`src/rtl/apb_pkg.sv`:
```
// Shared types and default address map for the peripheral APB segment.
package apb_pkg;

  typedef enum logic [1:0] {
    IDLE   = 2'd0,
    SETUP  = 2'd1,
    ACCESS = 2'd2,
    RESP   = 2'd3
  } apb_state_e;

  localparam int          DEF_NUM_SLV       = 4;
  localparam logic [31:0] DEF_BASE_ADDR     = 32'h1000_0000;
  localparam int          DEF_SLV_SPAN_LOG2 = 12;
  localparam int          DEF_TIMEOUT       = 255;

  localparam logic [31:0] SLV0_BASE = DEF_BASE_ADDR + (32'd0 << DEF_SLV_SPAN_LOG2);
  localparam logic [31:0] SLV1_BASE = DEF_BASE_ADDR + (32'd1 << DEF_SLV_SPAN_LOG2);
  localparam logic [31:0] SLV2_BASE = DEF_BASE_ADDR + (32'd2 << DEF_SLV_SPAN_LOG2);
  localparam logic [31:0] SLV3_BASE = DEF_BASE_ADDR + (32'd3 << DEF_SLV_SPAN_LOG2);

endpackage

```
`src/rtl/apb_addr_decoder.sv`:
```
// Combinational window decode: byte address to {hit, slave index}.
module apb_addr_decoder
  import apb_pkg::*;
#(
  parameter int          NUM_SLV       = DEF_NUM_SLV,
  parameter logic [31:0] BASE_ADDR     = DEF_BASE_ADDR,
  parameter int          SLV_SPAN_LOG2 = DEF_SLV_SPAN_LOG2,
  localparam int         IDX_W         = $clog2(NUM_SLV)
) (
  input  logic [31:0]      addr_i,
  output logic             hit_o,
  output logic [IDX_W-1:0] idx_o
);
  localparam int HI = SLV_SPAN_LOG2 + IDX_W;

  // Offset bits inside a slave window do not take part in the decode.
  logic unused_offset_bits;
  assign unused_offset_bits = ^addr_i[SLV_SPAN_LOG2-1:0];

  assign hit_o = (addr_i[31:HI] == BASE_ADDR[31:HI]);
  assign idx_o = addr_i[SLV_SPAN_LOG2 +: IDX_W];

endmodule

```
`src/rtl/apb_master.sv`:
```
// APB initiator: registers a core request, drives SETUP/ACCESS to the decoded
// slave, and returns a one-cycle ready with err on unmapped address or timeout.
module apb_master
  import apb_pkg::*;
#(
  parameter int          NUM_SLV       = DEF_NUM_SLV,
  parameter logic [31:0] BASE_ADDR     = DEF_BASE_ADDR,
  parameter int          SLV_SPAN_LOG2 = DEF_SLV_SPAN_LOG2,
  parameter int          TIMEOUT       = DEF_TIMEOUT
) (
  input  logic               PCLK,
  input  logic               PRESET,
  input  logic               transfer,
  input  logic               write,
  input  logic [31:0]        addr,
  input  logic [31:0]        wdata,
  output logic [31:0]        rdata,
  output logic               ready,
  output logic               err,
  output logic [31:0]        PADDR,
  output logic [31:0]        PWDATA,
  output logic               PWRITE,
  output logic               PENABLE,
  output logic [NUM_SLV-1:0] PSEL,
  input  logic [31:0]        PRDATA [NUM_SLV],
  input  logic [NUM_SLV-1:0] PREADY
);
  localparam int         IDX_W = $clog2(NUM_SLV);
  localparam logic [7:0] TMO   = 8'(TIMEOUT);

  apb_state_e         state_q, state_d;
  logic [IDX_W-1:0]   idx_q, idx_d;
  logic [7:0]         cnt_q, cnt_d;
  logic [31:0]        paddr_q, paddr_d, pwdata_q, pwdata_d, rdata_q, rdata_d;
  logic               pwrite_q, pwrite_d, err_q, err_d;
  logic               ready_q, ready_d, penable_q, penable_d;
  logic [NUM_SLV-1:0] psel_q, psel_d;

  logic               dec_hit;
  logic [IDX_W-1:0]   dec_idx;
  logic               sel_ready;
  logic [31:0]        sel_rdata;

  apb_addr_decoder #(
    .NUM_SLV      (NUM_SLV),
    .BASE_ADDR    (BASE_ADDR),
    .SLV_SPAN_LOG2(SLV_SPAN_LOG2)
  ) u_dec (
    .addr_i(addr),
    .hit_o (dec_hit),
    .idx_o (dec_idx)
  );

  // Only the selected slave is observed, so X on idle slaves never propagates.
  assign sel_ready = PREADY[idx_q];
  assign sel_rdata = PRDATA[idx_q];

  always_ff @(posedge PCLK or posedge PRESET) begin
    if (PRESET) begin
      state_q   <= IDLE;
      idx_q     <= '0;
      cnt_q     <= '0;
      paddr_q   <= '0;
      pwdata_q  <= '0;
      pwrite_q  <= 1'b0;
      rdata_q   <= '0;
      err_q     <= 1'b0;
      ready_q   <= 1'b0;
      penable_q <= 1'b0;
      psel_q    <= '0;
    end else begin
      state_q   <= state_d;
      idx_q     <= idx_d;
      cnt_q     <= cnt_d;
      paddr_q   <= paddr_d;
      pwdata_q  <= pwdata_d;
      pwrite_q  <= pwrite_d;
      rdata_q   <= rdata_d;
      err_q     <= err_d;
      ready_q   <= ready_d;
      penable_q <= penable_d;
      psel_q    <= psel_d;
    end
  end

  always_comb begin
    state_d  = state_q;
    idx_d    = idx_q;
    cnt_d    = cnt_q;
    paddr_d  = paddr_q;
    pwdata_d = pwdata_q;
    pwrite_d = pwrite_q;
    rdata_d  = rdata_q;
    err_d    = err_q;
    case (state_q)
      IDLE: begin
        if (transfer) begin
          if (dec_hit) begin
            state_d  = SETUP;
            idx_d    = dec_idx;
            cnt_d    = '0;
            paddr_d  = addr;
            pwdata_d = wdata;
            pwrite_d = write;
          end else begin
            state_d = RESP;
            err_d   = 1'b1;
            rdata_d = '0;
          end
        end
      end
      SETUP: state_d = ACCESS;
      ACCESS: begin
        cnt_d = cnt_q + 8'd1;
        if (sel_ready) begin
          state_d = RESP;
          err_d   = 1'b0;
          rdata_d = pwrite_q ? 32'd0 : sel_rdata;
        end else if (cnt_d == TMO) begin
          state_d = RESP;
          err_d   = 1'b1;
          rdata_d = '0;
        end
      end
      RESP: begin
        state_d = IDLE;
        err_d   = 1'b0;
      end
      default: state_d = IDLE;
    endcase
  end

  // Bus controls are decoded from the next state so they come straight off flops.
  always_comb begin
    psel_d    = '0;
    penable_d = 1'b0;
    ready_d   = 1'b0;
    case (state_d)
      SETUP:  psel_d[idx_d] = 1'b1;
      ACCESS: begin
        psel_d[idx_d] = 1'b1;
        penable_d     = 1'b1;
      end
      RESP:   ready_d = 1'b1;
      default: ;
    endcase
  end

  assign rdata   = rdata_q;
  assign ready   = ready_q;
  assign err     = err_q;
  assign PADDR   = paddr_q;
  assign PWDATA  = pwdata_q;
  assign PWRITE  = pwrite_q;
  assign PENABLE = penable_q;
  assign PSEL    = psel_q;

endmodule

```
`config.mk`:
```
export PLATFORM = sky130hd
export DESIGN_NAME = apb_master
export DESIGN_NICKNAME = d
export VERILOG_FILES = /design/src/rtl/apb_pkg.sv /design/src/rtl/apb_addr_decoder.sv /design/src/rtl/apb_master.sv
export SDC_FILE = /design/constraint.sdc
export NUM_CORES = 1
export LEC_CHECK = 0
export BUFFER_PORTS_ARGS = -buffer_cell sky130_fd_sc_hd__buf_2
export CORE_UTILIZATION = 42
export DETAILED_ROUTE_END_ITERATION = 7
export PLACE_DENSITY = 0.77
export SETUP_SLACK_MARGIN = 0.15
export SYNTH_ARGS = -nofsm -noshare
export SYNTH_HDL_FRONTEND = slang
export SYNTH_SLANG_ARGS = --single-unit
export TNS_END_PERCENT = 50
```
`constraint.sdc`:
```
create_clock -name PCLK -period 3.92 [get_ports PCLK]
set_input_delay 0.784 -clock PCLK [delete_from_list [all_inputs] [get_ports PCLK]]
set_output_delay 0.784 -clock PCLK [all_outputs]
set_load 0.01 [all_outputs]
```
### Word level (Yosys, flattened, before mapping)

Index checks and enable logic that the tools add are counted.

| storage, ports and cells | value |
|---|---|
| bits in registers | 116 |

| operators by class | value |
|---|---|
| $add $sub $neg | 1 |
| bitwise operators | 1 |
| equal/unequal tests | 12 |
| mux-type cells | 32 |
| reductions and logical operators | 9 |
| $lt $le $gt $ge | 4 |

Operators by type and width:

| kind | number |
|---|---|
| 2-to-1 mux 32 bit | 7 |
| binary-select mux 32 bit (select 2 bit) | 1 |
| case mux 32 bit (2 select lines) | 1 |
| equality test 18 x 15 -> 1 bit (second input constant) | 1 |
| 2-to-1 mux 8 bit | 2 |
| case mux 8 bit (2 select lines) | 1 |
| 2-to-1 mux 2 bit | 7 |
| adder 8 x 1 -> 8 bit (second input constant) | 1 |
| equality test 2 bit (second input constant) | 4 |
| equality test 8 bit (second input constant) | 1 |
| 2-to-1 mux 1 bit | 8 |
| case mux 2 bit (4 select lines) | 1 |
| AND reduction 4 bit | 2 |
| < comparator 2 x 3 -> 1 bit (second input constant) | 2 |
| inequality test 2 bit (second input constant) | 3 |
| AND reduction 3 bit | 2 |
| equality test 2 x 1 -> 1 bit (second input constant) | 2 |
| 2-to-1 mux 4 bit | 1 |
| >= comparator 3 bit (second input constant) | 1 |
| inequality test 3 bit (second input constant) | 1 |
| NOT 2 -> 3 bit | 1 |
| case mux 1 bit (3 select lines) | 1 |
| nonzero test 3 bit | 1 |
| binary-select mux 1 bit (select 2 bit) | 1 |
| 6 further kinds | 6 |

### Logic depth before layout (Yosys ltp)

Gate-level depths: netlist (run 1).

| logic depth | value |
|---|---|
| depth after elaboration | 9 |
| gate-level depth with buffers | 10 |
| depth with buffers taken out | 8 |

### Modules after synthesis

A second synthesis (run 1) with hierarchy kept.

| unflattened totals | value |
|---|---|
| cells, all modules | 485 |
| area total of the unflattened synthesis | 5,941.9 um^2 |

By module, submodules not included:

| module | area an instance (um^2) | instances | cells an instance |
|---|---|---|---|
| apb_master | 5,879.4 | 1 | 476 |
| apb_addr_decoder | 62.6 | 1 | 9 |

### Worst setup path before layout (run 1)

OpenSTA, ideal clock, no wires.

| path | value |
|---|---|
| path type | input -> register |
| start point | input port addr[20] |
| end point | register psel_q[0], in the netlist PSEL[0] |
| required time | 3.843 ns |
| setup time | 0.077 ns |
| arrival time | 2.244 ns |
| path buffers | 2 |
| slack | 1.598 ns |
| cell stages on the path | 8 |
| cell sequence | nor3_1 -> and3_1 -> and4_1 -> buf_2 -> buf_4 -> a211oi_1 -> ha_1 -> a21oi_1 |

| between the ends | value |
|---|---|
| elaborated cells on any way between the ends | 16 |
| classes of those cells | order compare (2); eq/ne (3); mux (9); reduce/logical (2) |

RTL lines:

| what | line | RTL |
|---|---|---|
| start, declared | apb_master.sv:15 | `input logic [31:0] addr,` |
| equality test 18 x 15 -> 1 bit * | apb_addr_decoder.sv:20 | `assign hit_o = (addr_i[31:HI] == BASE_ADDR[31:HI]);` |
| 2-to-1 mux 2 bit * | apb_master.sv:98 | `if (dec_hit) begin` |
| 2-to-1 mux 2 bit * | apb_master.sv:97 | `if (transfer) begin` |
| case mux 2 bit (4 select lines) * | apb_master.sv:95 | `case (state_q)` |
| named net state_d[1] | apb_master.sv:31 | `apb_state_e state_q, state_d;` |
| equality test 2 bit / equality test 2 x 1 -> 1 bit (equally long branches) | apb_master.sv:138 | `case (state_d)` |
| OR reduction 2 bit (no source line) * | - |  |
| 2-to-1 mux 4 bit * | - |  |
| named net psel_d[0] | apb_master.sv:37 | `logic [NUM_SLV-1:0] psel_q, psel_d;` |
| end signal, assigned | apb_master.sv:82 | `psel_q <= psel_d;` |
| end, declared | apb_master.sv:37 |  |

The timed path passes the listed nets; every way through them passes the cells marked *.
A chain may end at the register's enable or synchronous reset.

### Worst setup path after layout (run 1)

| path | value |
|---|---|
| start point | register state_q[0] |
| end point | register psel_q[3], in the netlist PSEL[3] |

| between the ends | value |
|---|---|
| cells in the longest elaborated chain, start to end | 7 |
| elaborated cells on any way between the ends | 18 |
| classes of those cells | order compare (2); eq/ne (5); mux (8); reduce/logical (3) |

Ends and longest elaborated chain:

| what | line | RTL |
|---|---|---|
| start, declared | apb_master.sv:31 |  |
| start signal, assigned | apb_master.sv:72 | `state_q <= state_d;` |
| zero test 2 bit | apb_master.sv:95 |  |
| 2-to-1 mux 2 bit | apb_master.sv:95 |  |
| < comparator 2 x 3 -> 1 bit (not written as such) / >= comparator 2 x 1 -> 1 bit (equally long branches) | apb_master.sv:139, apb_master.sv:141 |  |
| logical AND 1 bit (not written as such) | apb_master.sv:139, apb_master.sv:141 |  |
| 2-to-1 mux 1 bit (not written as such) | apb_master.sv:139, apb_master.sv:141 |  |
| demux 1 bit (select 2 bit) | apb_master.sv:139, apb_master.sv:141 |  |
| 2-to-1 mux 4 bit * | - |  |
| named net psel_d[3] | apb_master.sv:37 |  |

Marked as above.

==> results.py, run 1 <==
metrics = {
    "timing": {
        "finalHoldViolCount": 0,
        "timing.max_slew.rel_slack": 0.516,
        "fin_crit_sh": 0.669,
        "rsz_0062_raised_after_global_routing": "no",
        "worst-slew-pin-transition_ns": 0.727,
        "timing.setup.tns_ns": 0,
        "final.setup_skew_ns": 0.00946,
        "max_clock_freq_ghz": 0.381,
        "finalSetupViolCount": 0,
        "finalMaxSlewViolations": 0,
        "final.min_clock_period_ns": 2.62,
    },
    "synth": {
        "synthSimpleGateAreaFrac": 0.189,
        "synth-compound-area-share": 0.133,
        "synth_enable_flop_cells": 0,
        "yosysSeqAreaShare": 0.490,
        "synth_ff_type": "dfrtp_1",
        "yosys-mux-area-fraction": 0.129,
        "async_reset_ff_frac": 1.00,
        "post_synth_xor_area_fraction": 0.00148,
        "synth.yosys.warnings": 0,
        "synthesis.nets": 762,
        "synthesis.area_mm2": 0.00593,
        "dominant_combinational_cell_family_by_area_after_synthesis": "simple AND/OR/NAND/NOR gates",
        "synth_fa_ha_area_frac": 0.0169,
        "post_synthesis_average_cell_area_um2": 10.7,
        "post_synth_num_cell_types": 48,
        "ys_ff_latch": 116,
        "postSynthCellCount": 554,
    },
    "clock_network": {
        "hold_buffers": 0,
        "insertion_delay_ns": 0.42,
        "numClockSinks": 116,
        "buffer_cell_driving_the_clock_tree_root": "clkbuf_16",
        "resized_cells_post_cts": 0,
        "post-cts-setup-buffers": 0,
        "worst_setup_hold_path_clk_slew_ns": 0.06,
        "htree_num_levels": 4,
        "clock_buffers_created_by_tritoncts": 17,
        "clock_tree_from_tritoncts": "yes",
        "clockBufferDepth": 2,
    },
    "layout": {
        "areaGrowthSynthToFinish_pct": 38.1,
        "finish.net_count": 1055,
        "utilization": 0.592,
        "layout.filler_cells": 1169,
        "final_area_mm2": 0.00819,
        "layout-drive-gt1-share": 0.492,
        "diodes": 0,
    },
    "flow_run": {
        "timing.max_cap.violations": 0,
    },
    "hold_path": {
        "hold_class": "input pin to asynchronous set/reset pin",
    },
    "grt": {
        "global_route.usage.total": 0.246,
        "grt_pass1_vias": 5394,
        "initial_antenna_violation_count": 0,
        "grt_first_pass_wirelength_um": 27500,
        "globalRouteOverflowTotal": 0,
        "grt_start_max_net_pins": 78,
    },
    "setup_path": {
        "critical_path_required_time_ns": 4.25,
        "worstReg2RegStart": "state_q[0]",
        "crit_path_class": "flop to flop",
        "crit_path_start_kind": "flop",
        "timing.reg2reg.setup_slack_ns": 1.30,
        "cp_max_fo": 33,
        "r2r_cells": 8,
        "arrival_ns": 2.96,
        "category_of_the_worst_setup_path_capture_point": "flop",
        "crit-reg2reg-capture": "PSEL[3]",
    },
    "detailed_routing": {
        "initialDrtViolationCount": 389,
        "count_of_nets_left_with_antenna_violations_after_detail_routing": 0,
        "viasPerCell": 5.33,
        "drc": 0,
        "detailroute.via_count": 5540,
        "wire_per_inst_um": 17.1,
        "drt_pass1_iterations": 4,
        "totalWireLength_um": 17800,
    },
    "pwr": {
        "irDropWorstVdd_uv": 367,
        "power.density_mw_per_mm2": 565,
        "cellLeakagePower_uw": 0.00427,
    },
    "place": {
        "routabilityCongestion": 0.808,
        "postPlaceCellArea_mm2": 0.00759,
        "port-buffer-count": 303,
        "hpwlAfterDp_um": 12600,
    },
    "outcome": {
        "status": "finished clean",
    },
    "floorplan": {
        "num_rows": 43,
        "initial_core_util": 0.429,
        "y_dimension_of_the_die_um": 121,
        "die_area_mm2": 0.0146,
        "core_ar_mm2": 0.0138,
        "top_level_ports": 304,
        "die-width_um": 121,
    },
}
-- cell usage in the layout, fill, tap and decap left out, drive strengths merged, types with 5 or more instances in the layout --
cell type / netlist / final
ha: 8 / 8
dfrtp: 116 / 116
buf: 24 / 315
o21ai: 42 / 42
nand3: 45 / 45
and2: 17 / 17
clkinv: 0 / 5
inv: 11 / 13
or3: 5 / 5
a21oi: 6 / 6
a32oi: 32 / 32
clkbuf: 17 / 19
nand2: 151 / 151
mux4: 32 / 32
-- where the power goes --
| group | switching, uW | internal, uW |
|---|---|---|
| clock network | 583 | 976 |
| registers | 183 | 1420 |
| logic | 873 | 595 |
-- layout make-up --
class / count / area [um2] / share of cell area
Sequential cell: 116 / 2900 / 0.355
Clock buffer: 19 / 453 / 0.0553
Timing Repair Buffer: 315 / 1620 / 0.198
Inverter: 11 / 45.0 / 0.00550
Multi-Input combinational cell: 386 / 2790 / 0.341
Clock inverter: 13 / 149 / 0.0182
Tap cell: 180 / 225 / 0.0275
-- metrics by stage --
step	setup slack, ns	power (uW)	hold slack (ns)	cells
global placement	1.27	3060	0.446	1008
finish	1.30	4630	0.364	1040
CTS	1.33	4670	0.364	1040
global route	1.10	4900	0.378	1040
detailed placement	1.22	3090	0.452	1008
floorplan	1.60	2520	0.504	554
-- cells in the mapped netlist (3+ instances only) --
| library cell | count | area, um2 |
|---|---|---|
| inv_1 | 10 | 37.5 |
| nand2b_1 | 3 | 18.8 |
| ha_1 | 8 | 100 |
| nand2_1 | 150 | 563 |
| nor2_1 | 3 | 11.3 |
| nand3_1 | 45 | 225 |
| mux4_2 | 32 | 721 |
| buf_1 | 3 | 11.3 |
| or3_1 | 4 | 25.0 |
| buf_6 | 3 | 33.8 |
| o21ai_2 | 30 | 263 |
| a32oi_1 | 32 | 280 |
| a21o_1 | 3 | 22.5 |
| a21oi_1 | 6 | 30.0 |
| buf_2 | 17 | 85.1 |
| clkbuf_1 | 17 | 63.8 |
| mux2i_1 | 3 | 30.0 |
| nand4_1 | 3 | 18.8 |
| nand3b_1 | 4 | 30.0 |
| and2_1 | 17 | 106 |
| dfrtp_1 | 116 | 2900 |
| o21ai_0 | 12 | 60.1 |
-- per-layer routing --
metal | wire, um | global-route usage | share of wire
met2 | 8900 | 0.418 | 0.50
met1 | 7060 | 0.289 | 0.40
met4 | 438 | 0.104 | 0.025
met3 | 1400 | 0.0741 | 0.079
met5 | 0 | 0 | 0
-- sequential cells by signal (all words and copies together), names as in the netlist --
signal,count
idx_q,2
PWRITE,1
cnt_q,8
ready,1
PWDATA,32
PADDR,32
PSEL,4
state_q,2
rdata,32
err,1
PENABLE,1
-- worst max-delay path by stage --
| stage | slack (ns) | from | cells past startpoint | endpoint |
|---|---|---|---|---|
| after global routing | 1.10 | state_q[0] | 8 | PSEL[0] |
| after detailed placement | 1.22 | addr[20] | 7 | cnt_q[0] |
| after CTS | 1.33 | state_q[0] | 8 | PSEL[3] |
| final | 1.30 | state_q[0] | 8 | PSEL[3] |
| after global placement | 1.27 | addr[20] | 7 | cnt_q[1] |
| after floorplan | 1.60 | addr[20] | 8 | PSEL[0] |
-- critical path: stages (launching register included) --
cell and delay [ns]:
dfrtp_1 0.40, inv_1 0.14, ha_1 0.37, buf_4 0.43, inv_1 0.23, a22oi_1 0.26
o21ai_0 0.13, ha_1 0.41, a21oi_1 0.17
-- kinds of logic after synthesis --
kind of cell,Yosys count
AO/OA/AOI/OAI,98
multiplexers,36
adder cells (fa/ha/maj),8
buffers and inverters,52
AND/OR/NAND/NOR,243
XOR/XNOR,1
flip-flops,116
Power figures use the tool's default switching activity.
==> inputs of run 2 (changes only) <==
==> constraint.sdc (replaced) <==
create_clock -name PCLK -period 2.2 [get_ports PCLK]
set_input_delay 0.44 -clock PCLK [delete_from_list [all_inputs] [get_ports PCLK]]
set_output_delay 0.44 -clock PCLK [all_outputs]
set_load 0.01 [all_outputs]
==> run 2 against run 1 <==
Net effect:
- count of clock-buffer cells in the layout is 2 higher
- critical path type unchanged
- global-route usage is 0.37 points lower
- clock power is 81% higher
- register-to-register slack worse by 1.1 ns
- non-clock buffer count is 18 higher
==> results.py, run 2 (synthesized netlist as in run 1, its figures left out) <==
metrics = {
    "detailed_routing": {
        "totalWireLength_um": 18100,
        "viasPerCell": 5.33,
        "drc": 0,
        "initialDrtViolationCount": 335,
        "wire_per_inst_um": 17.1,
        "detailroute.via_count": 5635,
        "count_of_nets_left_with_antenna_violations_after_detail_routing": 0,
        "drt_pass1_iterations": 4,
    },
    "floorplan": {
        "num_rows": 43,
        "initial_core_util": 0.429,
        "die-width_um": 121,
        "die_area_mm2": 0.0146,
        "y_dimension_of_the_die_um": 121,
        "top_level_ports": 304,
        "core_ar_mm2": 0.0138,
    },
    "grt": {
        "initial_antenna_violation_count": 2,
        "grt_first_pass_wirelength_um": 27200,
        "global_route.usage.total": 0.243,
        "gr-usage-met2": 0.416,
        "use_met1": 0.291,
        "grt_busiest_layer": "met2",
        "grt_start_max_net_pins": 88,
        "grt_pass1_vias": 5429,
        "globalRouteOverflowTotal": 0,
        "grtUsageMet3": 0.0642,
    },
    "layout": {
        "layout.filler_cells": 1145,
        "layoutNonFillerInstCount": 1058,
        "multi_input_area_mm2": 0.00286,
        "areaGrowthSynthToFinish_pct": 43.6,
        "commonest_non_fill_non_tap_cells_in_the_layout": "buf_2, nand2_1, dfrtp_1",
        "register_area_mm2": 0.00291,
        "utilization": 0.615,
        "mostFrequentLayoutCell": "buf_2",
        "diodes": 0,
        "finish.net_count": 1073,
        "layout-drive-gt1-share": 0.514,
    },
    "pwr": {
        "total_power_uw": 8630,
        "power_report.internal_total_uw": 5630,
        "p_switching_uw": 3000,
        "power.density_mw_per_mm2": 1010,
        "cellLeakagePower_uw": 0.00441,
        "pwr-share-clk": 0.327,
        "irDropWorstVdd_uv": 556,
        "netSwitchingFraction": 0.348,
        "part_of_the_power_in_registers": 0.331,
        "comb_power_share": 0.341,
    },
    "timing": {
        "final.setup.worst_slack_ns": 0.197,
        "worst-slew-pin-transition_ns": 0.474,
        "timing.setup.tns_ns": 0,
        "finalMaxSlewViolations": 0,
        "final.min_clock_period_ns": 2.00,
        "max_clock_freq_ghz": 0.499,
        "rsz_0062_raised_after_global_routing": "no",
        "final.setup_skew_ns": 0.0122,
        "fin_crit_sh": 0.910,
        "finalHoldViolCount": 0,
        "timing.max_slew.rel_slack": 0.684,
        "finalSetupViolCount": 0,
    },
    "outcome": {
        "status": "finished clean",
    },
    "clock_network": {
        "clock_tree_from_tritoncts": "yes",
        "buffer_cell_driving_the_clock_tree_root": "clkbuf_16",
        "worst_setup_hold_path_clk_slew_ns": 0.06,
        "numClockSinks": 116,
        "hold_buffers": 0,
        "insertion_delay_ns": 0.40,
        "clockBufferDepth": 2,
        "htree_num_levels": 4,
        "clock_buffers_created_by_tritoncts": 17,
    },
    "place": {
        "worst_slack_at_placement_ns": 0.0223,
        "port-buffer-count": 303,
        "place_inst": 1021,
        "hpwlAfterDp_um": 13000,
        "routabilityCongestion": 0.786,
    },
    "setup_path": {
        "critical_path_required_time_ns": 2.53,
        "cp_max_fo": 5,
        "arrival_ns": 2.33,
        "crit_chain": "inv_2, ha_1, nor4b_4, and4_4, a31oi_2, or4_1, nand3_1",
        "critical-path-max-stage-delay_ns": 0.49,
        "crit_path_class": "flop to flop",
        "category_of_the_worst_setup_path_capture_point": "flop",
        "r2r_cells": 7,
        "crit_path_start_kind": "flop",
        "timing.critical_path.slowest_stage_cell": "or4_1",
    },
    "hold_path": {
        "hold_class": "input pin to asynchronous set/reset pin",
    },
    "flow_run": {
        "timing.max_cap.violations": 0,
    },
}
## run 2: changes by cell type in the layout (fill, tap and decap cells not counted), moves of 2 or more
cell / before / now
ha_1: 8 / 6
buf_6: 0 / 2
buf_12: 1 / 8
inv_6: 3 / 5
buf_4: 11 / 19
clkinvlp_4: 4 / 2
and4_4: 0 / 2
## run 2: critical path: cells and delay by family, from the launching register on
family / cells / cell delay (ns)
simple gates: 4 / 1.09
compound gates: 1 / 0.15
flops: 1 / 0.40
fa+ha+maj: 1 / 0.19
buf+inv: 1 / 0.10
## run 2: repair_timing
action	CTS	global route
pin swaps	2	2
cloned	0	1
buffers inserted	1	3
resized for setup	5	16
setup endpoints to repair	17	84
## run 2: per-stage QoR
step,hold slack (ns),area [um2]
floorplan,0.504,5930
global placement,0.446,7760
detailed placement,0.452,7760
CTS,0.153,8410
global route,0.186,8510
finish,0.158,8510
## run 2: power groups by stage
stage | registers, uW | clock network (uW) | logic (uW)
4_1_cts | 2850 | 2870 | 2870
2_1_floorplan | 2970 | 0 | 1520
6_report | 2860 | 2820 | 2950
5_1_grt | 2910 | 2970 | 3170
3_5_place_dp | 2880 | 0 | 2760
3_3_place_gp | 2870 | 0 | 2710
## run 2: final timing paths
| kind | end | start | slack, ns |
|---|---|---|---|
| max reg2reg | cnt_q[4] | state_q[1] | 0.20 |
| min reg2reg | PWDATA[14] | PWDATA[14] | 0.47 |
| max in group asynchronous | cnt_q[4] | PRESET | 1.65 |
| max | cnt_q[4] | state_q[1] | 0.20 |
| min | PWDATA[25] | PRESET | 0.16 |
| min in group PCLK | PWDATA[29] | wdata[29] | 0.23 |
## run 2: final cells by class
cell class | count | area share
sequential | 116 | 0.341
multi-input combinational | 386 | 0.336
timing repair buffer | 333 | 0.219
clock buffer | 21 | 0.0553
tap | 180 | 0.0265
clock inverter | 11 | 0.0162
inverter | 11 | 0.00529
## run 2: layer usage
metal  vias up  wire length, um
li1       2629                -
met1      2711             7040
met2       266             9270
met3        27             1410
met4         2              359
met5         -               10
==> inputs of run 3 (changes only) <==
--- a/config.mk
+++ b/config.mk
@@ -8,7 +8,7 @@
 export BUFFER_PORTS_ARGS = -buffer_cell sky130_fd_sc_hd__buf_2
 export CORE_UTILIZATION = 42
 export DETAILED_ROUTE_END_ITERATION = 7
-export PLACE_DENSITY = 0.77
+export PLACE_DENSITY = 0.86
 export SETUP_SLACK_MARGIN = 0.15
 export SYNTH_ARGS = -nofsm -noshare
 export SYNTH_HDL_FRONTEND = slang
==> run 3 against run 2 <==
Net effect:
- critical path depth unchanged
- clock power down 5%
- global-route usage up 0.81 points
- design area up 0.19%
- wire length up 4.8%
- non-clock buffer count down 3
==> results.py, run 3 (synthesized netlist as in run 1, its figures left out) <==
metrics = {
    "outcome": {
        "status": "finished clean",
    },
    "clock_network": {
        "insertion_delay_ns": 0.40,
        "worst_setup_hold_path_clk_slew_ns": 0.05,
        "clockBufferDepth": 2,
        "clock_tree_from_tritoncts": "yes",
        "numClockSinks": 116,
        "clock_buffers_created_by_tritoncts": 17,
        "htree_num_levels": 4,
        "buffer_cell_driving_the_clock_tree_root": "clkbuf_16",
    },
    "grt": {
        "grt_first_pass_wirelength_um": 27900,
        "globalRouteOverflowTotal": 0,
        "global_route.usage.total": 0.251,
        "initial_antenna_violation_count": 1,
        "grt_start_max_net_pins": 117,
        "grt_pass1_vias": 5582,
    },
    "setup_path": {
        "crit_path_start_kind": "flop",
        "arrival_ns": 2.33,
        "category_of_the_worst_setup_path_capture_point": "flop",
        "cp_max_fo": 8,
        "critPathBufInv": 0,
        "critical-path-max-stage-delay_ns": 0.47,
        "critical_path_required_time_ns": 2.48,
        "crit_chain": "nand4_1, nor3_1, o211ai_1, a211oi_4, o21ai_1, ha_4, a21oi_2",
        "timing.critical_path.slowest_stage_cell": "dfrtp_1",
        "crit_path_class": "flop to flop",
        "critical_path.top_delay_family": "compound AO/OA/AOI/OAI gates",
    },
    "layout": {
        "finish.net_count": 1070,
        "areaGrowthSynthToFinish_pct": 43.8,
        "commonest_non_fill_non_tap_cells_in_the_layout": "buf_2, nand2_1, dfrtp_1",
        "layout-drive-gt1-share": 0.518,
        "final_area_mm2": 0.00852,
        "mostFrequentLayoutCell": "buf_2",
        "utilization": 0.617,
    },
    "timing": {
        "timing.max_slew.rel_slack": 0.596,
        "final.setup.worst_slack_ns": 0.150,
        "max_clock_freq_ghz": 0.488,
        "fin_crit_sh": 0.932,
        "worst-slew-pin-transition_ns": 0.606,
        "rsz_0062_raised_after_global_routing": "yes",
        "timing.setup.tns_ns": 0,
        "finalHoldViolCount": 0,
        "finalSetupViolCount": 0,
        "final.min_clock_period_ns": 2.05,
        "final.setup_skew_ns": 0.00798,
        "finalMaxSlewViolations": 0,
    },
    "floorplan": {
        "num_rows": 43,
        "die_area_mm2": 0.0146,
        "initial_core_util": 0.429,
        "die-width_um": 121,
        "top_level_ports": 304,
        "core_ar_mm2": 0.0138,
        "y_dimension_of_the_die_um": 121,
    },
    "hold_path": {
        "hold_class": "input pin to asynchronous set/reset pin",
    },
    "place": {
        "routabilityCongestion": 0.894,
        "worst_slack_at_placement_ns": -0.0699,
        "hpwlAfterDp_um": 13000,
        "port-buffer-count": 303,
        "postPlaceCellArea_mm2": 0.00769,
    },
    "detailed_routing": {
        "drt_pass1_iterations": 5,
        "routed.top_layer": "met4",
        "wl_met1_um": 7010,
        "drc": 0,
        "detailroute.via_count": 5746,
        "viasPerCell": 5.45,
        "totalWireLength_um": 19000,
        "wl_met3_um": 1420,
        "count_of_nets_left_with_antenna_violations_after_detail_routing": 0,
        "initialDrtViolationCount": 349,
        "wire_per_inst_um": 18.0,
        "detailroute.wirelength.met2_um": 9830,
    },
    "pwr": {
        "irDropWorstVdd_uv": 627,
        "cellLeakagePower_uw": 0.00438,
        "total_power_uw": 8470,
        "power.density_mw_per_mm2": 994,
    },
    "flow_run": {
        "timing.max_cap.violations": 0,
    },
}
[run 3: changes by cell type in the layout (fill, tap and decap cells not counted), sizes merged]
cell | previous run | this run
buf | 332 | 328
clkinvlp | 2 | 6
inv | 15 | 12
clkinv | 3 | 2
diode | 0 | 1
[run 3: where the power goes]
part	internal (uW)	total, uW	switching (uW)	leakage (uW)
clock network	1690	2670	975	0.000265
registers	2530	2880	347	0.00155
logic	1260	2920	1660	0.00256
[run 3: layout make-up]
class,count,area (um2)
inverters,11,45.0
flip-flops and latches,116,2910
well taps,180,225
clock buffers,20,447
fillers,1143,5300
repair buffers,330,1890
diodes,1,2.50
multi-input cells,386,2880
clock inverters,11,129
[run 3: what timing repair did]
item                                    CTS  global route
hold buffers                              0             0
pin swaps                                 4             4
endpoints found under the setup margin   36            29
buffers inserted                          3             5
resized for setup                        11            16
hold endpoints to repair                  0             0
cloned                                    1             2
[run 3: path summary, 6_finish.rpt]
check | from | to | slack [ns] | depth (start not counted)
hold / removal | PRESET | PADDR[18] | 0.23 | 3
min in group PCLK | wdata[30] | PWDATA[30] | 0.23 | 3
setup reg to reg | cnt_q[5] | PSEL[1] | 0.15 | 7
setup / recovery | cnt_q[5] | PSEL[1] | 0.15 | 7
hold reg to reg | PWDATA[6] | PWDATA[6] | 0.47 | 2
max in group asynchronous | PRESET | idx_q[0] | 1.50 | 3
[run 3: routing by layer]
| metal | vias to the layer above | GRT usage |
|---|---|---|
| li1 | 2612 | - |
| met1 | 2773 | 0.287 |
| met2 | 317 | 0.436 |
| met3 | 44 | 0.0604 |
| met4 | 0 | 0.127 |
| met5 | - | 0 |
[run 3: metrics by stage]
| stage | std cells | hold slack, ns |
|---|---|---|
| finish | 1055 | 0.228 |
| global route | 1055 | 0.220 |
| CTS | 1047 | 0.209 |
| detailed placement | 1012 | 0.451 |
| global placement | 1012 | 0.445 |
| floorplan | 554 | 0.504 |
[run 3: worst reg2reg max path, stage by stage, from the launching register on]
cell and delay (ns):
dfrtp_1 0.47, nand4_1 0.17, nor3_1 0.28, o211ai_1 0.20, a211oi_4 0.30, o21ai_1 0.15
ha_4 0.33, a21oi_2 0.04
